**config.mk**
```make
export PLATFORM = sky130hd
export DESIGN_NAME = sha256_stream_if
export DESIGN_NICKNAME = d
export VERILOG_FILES = /design/src/rtl/sha256_stream_if.sv
export SDC_FILE = /design/constraint.sdc
export NUM_CORES = 2
export LEC_CHECK = 0
export CORE_MARGIN = 2
export CORE_UTILIZATION = 37
export CTS_BUF_LIST = sky130_fd_sc_hd__clkbuf_16
export DETAILED_ROUTE_END_ITERATION = 6
export GPL_ROUTABILITY_DRIVEN = 0
export MAX_ROUTING_LAYER = met4
export PLACE_DENSITY = 0.7
export SLEW_MARGIN = 20
export SYNTH_ARGS = -nofsm -noshare
export SYNTH_HDL_FRONTEND = slang
export SYNTH_SLANG_ARGS = --single-unit
```
**constraint.sdc**
```tcl
create_clock -name clk -period 29.9 [get_ports clk]
set_clock_uncertainty 0.2 [all_clocks]
set_input_delay 4.485 -clock clk [delete_from_list [all_inputs] [get_ports clk]]
set_output_delay 4.485 -clock clk [all_outputs]
set_load 0.05 [all_outputs]
```
**src/rtl/sha256_stream_if.sv**
```systemverilog
// Byte-stream adapter for a single-block SHA-256 core: gathers and pads a
// message, starts the core, then streams the captured digest out byte by byte.
module sha256_stream_if #(
    parameter int unsigned BLOCK_SIZE  = 512,
    parameter int unsigned DIGEST_SIZE = 256,
    parameter int unsigned MAX_BYTES   = 55
) (
    input  logic                   clk,
    input  logic                   reset,
    input  logic                   in_valid,
    input  logic [7:0]             in_data,
    input  logic                   in_last,
    output logic                   in_ready,
    output logic [BLOCK_SIZE-1:0]  core_block,
    output logic                   core_start,
    input  logic                   core_done,
    input  logic [DIGEST_SIZE-1:0] core_digest,
    output logic                   out_valid,
    output logic [7:0]             out_data,
    output logic                   out_last,
    input  logic                   out_ready,
    output logic                   err
);

    typedef enum logic [2:0] {LOAD, DRAIN, PAD, START, WAIT, SEND} state_t;

    state_t                   state, state_nx;
    logic [5:0]               byte_cnt;
    logic [4:0]               out_idx;
    logic [DIGEST_SIZE-1:0]   digest;
    logic                     at_max;

    assign at_max = (byte_cnt == 6'(MAX_BYTES));

    always_ff @(posedge clk or posedge reset) begin
        if (reset) state <= LOAD;
        else       state <= state_nx;
    end

    always_comb begin
        state_nx   = state;
        in_ready   = 1'b0;
        core_start = 1'b0;
        out_valid  = 1'b0;
        out_last   = 1'b0;
        out_data   = digest[{~out_idx, 3'b000} +: 8];
        case (state)
            LOAD: begin
                in_ready = !reset;
                if (in_valid) begin
                    // A last byte landing in the 56th slot is overlong: flag it and stay in LOAD
                    if (in_last)     state_nx = at_max ? LOAD : PAD;
                    else if (at_max) state_nx = DRAIN;
                end
            end
            DRAIN: begin
                in_ready = !reset;
                if (in_valid && in_last) state_nx = LOAD;
            end
            PAD:   state_nx = START;
            START: begin
                core_start = 1'b1;
                state_nx   = WAIT;
            end
            WAIT:  if (core_done) state_nx = SEND;
            SEND: begin
                out_valid = 1'b1;
                out_last  = (out_idx == 5'd31);
                if (out_ready && out_idx == 5'd31) state_nx = LOAD;
            end
            default: state_nx = LOAD;
        endcase
    end

    always_ff @(posedge clk or posedge reset) begin
        if (reset) begin
            core_block <= '0;
            digest     <= '0;
            byte_cnt   <= '0;
            out_idx    <= '0;
            err        <= 1'b0;
        end else begin
            err <= 1'b0;
            case (state)
                LOAD: begin
                    if (in_valid) begin
                        if (!at_max) begin
                            core_block[{6'd63 - byte_cnt, 3'b000} +: 8] <= in_data;
                            byte_cnt <= byte_cnt + 6'd1;
                        end else if (in_last) begin
                            err        <= 1'b1;
                            core_block <= '0;
                            byte_cnt   <= '0;
                        end
                    end
                end
                DRAIN: begin
                    if (in_valid && in_last) begin
                        err        <= 1'b1;
                        core_block <= '0;
                        byte_cnt   <= '0;
                    end
                end
                PAD: begin
                    for (int unsigned k = 0; k < 56; k++) begin
                        if (k == 32'(byte_cnt))
                            core_block[8*(63-k) +: 8] <= 8'h80;
                        else if (k > 32'(byte_cnt))
                            core_block[8*(63-k) +: 8] <= '0;
                    end
                    core_block[63:0] <= {55'd0, byte_cnt, 3'b000};
                end
                WAIT: begin
                    if (core_done) begin
                        digest  <= core_digest;
                        out_idx <= '0;
                    end
                end
                SEND: begin
                    if (out_ready) begin
                        out_idx <= out_idx + 5'd1;
                        if (out_idx == 5'd31) begin
                            core_block <= '0;
                            byte_cnt   <= '0;
                        end
                    end
                end
                default: ;
            endcase
        end
    end

endmodule

```
==> metrics <==
proportion of synthesized flip-flops having asynchronous set or reset 1.000; sum of overflow across all layers after global routing 0; Hold WC Path Type flip-flop to flip-flop; Worst Tran Pin Value 1.187 ns; routed length per placed instance 26.64 um; cell area after layout 48370 um2; cell with the most instances on the worst path clkdlybuf4s50_1; data required time at the worst endpoint 25.22 ns; netlist area before placement 36400 um2; total internal power 2219 uW; Cell Rows 115; Syn Nets 3268; Cell Pwr Density 63.99 nW/um2; number of max-slew violations in the final report 0; post-CTS setup buffer count 0; Max IR drop VDD 48.78 uV; leakage power 0.02029 uW; Max Clk Rate 93.06 MHz; number of cells produced by synthesis 2992; syn avg cell area 12.17 um2; die boundary width 317.7 um; Crit Path Category primary input to output pin; ordered list of cells on the worst path clkdlybuf4s50_1 -> nor3_1 -> clkdlybuf4s50_1; Clock power frac 0.335; clock buffer count from CTS 86; Net Sw Power 876.1 uW; clock tree buffer depth 3; violated checks DRC; synthesis warning total 0; die area 100900 um2; Routed WL 136300 um; total number of vias 28.30k; max-capacitance violation count 0; post-cts hold buffer count 0; biggest fanout along the worst timing path 2; Critical Path AT 6.06 ns; flop and latch count out of synthesis 783; synth-to-layout area growth 32.86%; remaining number of nets flagged by the antenna check after routing 0; detailed placement HPWL 100200 um; count of unique library cells instantiated by Yosys 86; placed instance area 45630 um2; Resized Gates After CTS 0; y dimension of the die 317.7 um; relative contribution of combinational cells to total power 0.227; setup slack, reg-to-reg 24.96 ns; vias in the first global route 28.56k; final setup violation count 0; startpoint class of the critical path primary input; starting utilization of the core area 0.3715; Layout Nets 4031; core area 97990 um2; I/O Pins 795; number of antenna violations at the first check in global routing 16; share of the yosys chip area belonging to registers 0.5382; CTS tree yes; number of port buffers 794; fraction of power spent switching nets 0.2831; Worst Setup End Kind output pin; Top FF cell, synth dfrtp_1; min Tclk post-route 10.75 ns; final worst path period share 0.3594; global router's overall resource usage 0.2731; insertion delay of the later-clocked pin in the worst-skew pair 0.67 ns; RSZ-0062 raised after global routing false; CTS Sinks 783; buffer cell driving the clock tree root clkbuf_16; setup_tns 0 ns; number of hold violations in the final report 0; number of flops mapped to enable cells by yosys 0; detailed-route DRC error count 5; first-pass GRT wire length 198900 um; router iterations before antenna repair 7; H-tree lvl count 3; vias per std cell 5.529; clk slew on worst S/H paths 0.06 ns; slew margin rel. 0.2029; cell type of the slowest stage on the worst timing path clkdlybuf4s50_1; initial drt markers 3009; result of the run complete, but fails checks; fraction of layout cells with a size suffix above 1 0.1613; Reg power frac 0.438; largest stage delay on the critical path 0.84 ns; maximum number of pins on one net before global-route repair 182
-- flip-flops by register name (all words and copies together), names as in the netlist --
signal	cells
err	1
digest	256
byte_cnt	6
state	3
out_idx	5
core_block	512
-- stage by stage --
| step | cells | hold slack (ns) | util | setup WS, ns | total power, uW |
|---|---|---|---|---|---|
| finish | 5118 | 0.2759 | 0.4936 | 19.15 | 3095 |
| global route | 5118 | 0.2916 | 0.4936 | 19.12 | 3223 |
| CTS | 5112 | 0.2797 | 0.4934 | 19.15 | 3127 |
| detailed placement | 4954 | 0.2708 | 0.4656 | 19.16 | 2087 |
| global placement | 4954 | 0.2642 | 0.4655 | 19.20 | 2070 |
| floorplan | 2992 | 0.2752 | - | 3.232 | 1844 |
-- worst paths after layout --
path,from,cells past startpoint,endpoint
setup reg to reg,byte_cnt[1],7,core_block[177]
hold / removal,core_block[4],2,core_block[4]
max in group asynchronous,reset,7,core_block[369]
hold reg to reg,core_block[4],2,core_block[4]
setup / recovery,reset,3,in_ready
min in group asynchronous,reset,2,digest[229]
-- cell families after synthesis --
kind of cell,Yosys count,share of synthesized area
buf+inv,208,0.02784
mux,784,0.2519
fa+ha+maj,6,0.002062
compound gates,254,0.05118
flops,783,0.5382
simple gates,951,0.1269
xor+xnor,6,0.001959
-- power by group through the flow --
| stage | sequential, uW | combinational [uW] | clock, uW |
|---|---|---|---|
| 6_report | 1360 | 702 | 1040 |
| 2_1_floorplan | 1320 | 524 | 0 |
| 4_1_cts | 1360 | 713 | 1060 |
| 3_3_place_gp | 1370 | 702 | 0 |
| 5_1_grt | 1380 | 746 | 1100 |
| 3_5_place_dp | 1380 | 711 | 0 |
-- final cells by class --
class,count,area [um2]
fillers,8688,49620
inverters,22,90.09
well taps,1287,1610
flip-flops and latches,783,19600
clock buffers,87,2177
diodes,6,15.01
repair buffers,861,8441
clock inverters,71,544.3
multi-input cells,2001,15890
-- layout by cell type, fill, tap and decap left out, types with 16 or more instances in the layout --
master and n:
dfrtp_1 781, mux2_2 256, mux4_2 80, nand2b_1 19
buf_4 65, inv_1 34, nor3_1 58, nor2_1 608
o22ai_1 26, nand3_1 22, nor4_4 26, nand2_1 113
clkdlybuf4s50_1 787, clkbuf_16 87, clkinv_1 21, mux2i_1 448
o21ai_0 51, a22o_1 16, a21oi_1 45, clkinv_2 22
-- worst max-delay path, delay by kind of cell --
kind	cells	cell delay (ns)
buffers and inverters	2	1.35
AND/OR/NAND/NOR	1	0.22
-- Yosys cell counts, types with 10 or more instances --
master    instances  area [um2]
o21a_1           11       82.58
nor3_1           60       300.3
clkbuf_1         94       352.8
nor3_2           11       110.1
nand2_1         114       427.9
mux2i_1         448        4484
buf_1            24       90.09
nor2_1          610        2290
a22o_1           16       140.1
nand3_1          22       110.1
inv_1            19       71.32
buf_2            41       205.2
nand2b_1         19       118.9
mux2_2          256        2883
nand4_1          11       68.82
o32ai_1          13       113.9
a31oi_1          11       68.82
a21oi_1          47       235.2
o31ai_1          11       82.58
or4_1            10       75.07
dfrtp_1         783       19590
nor4_4           26       553.0
buf_6            16       180.2
mux4_2           80        1802
o22ai_1          26       162.7
o21ai_0          51       255.2
-- routing by layer --
layer  vias to the layer above  share of wire  track usage
li1                      12160              -            -
met1                     14220           0.38       0.3160
met2                      1510           0.48       0.4402
met3                       411          0.092      0.08547
met4                         0          0.052       0.1135
met5                         -              0            -
(Power assumes the default switching activity.)
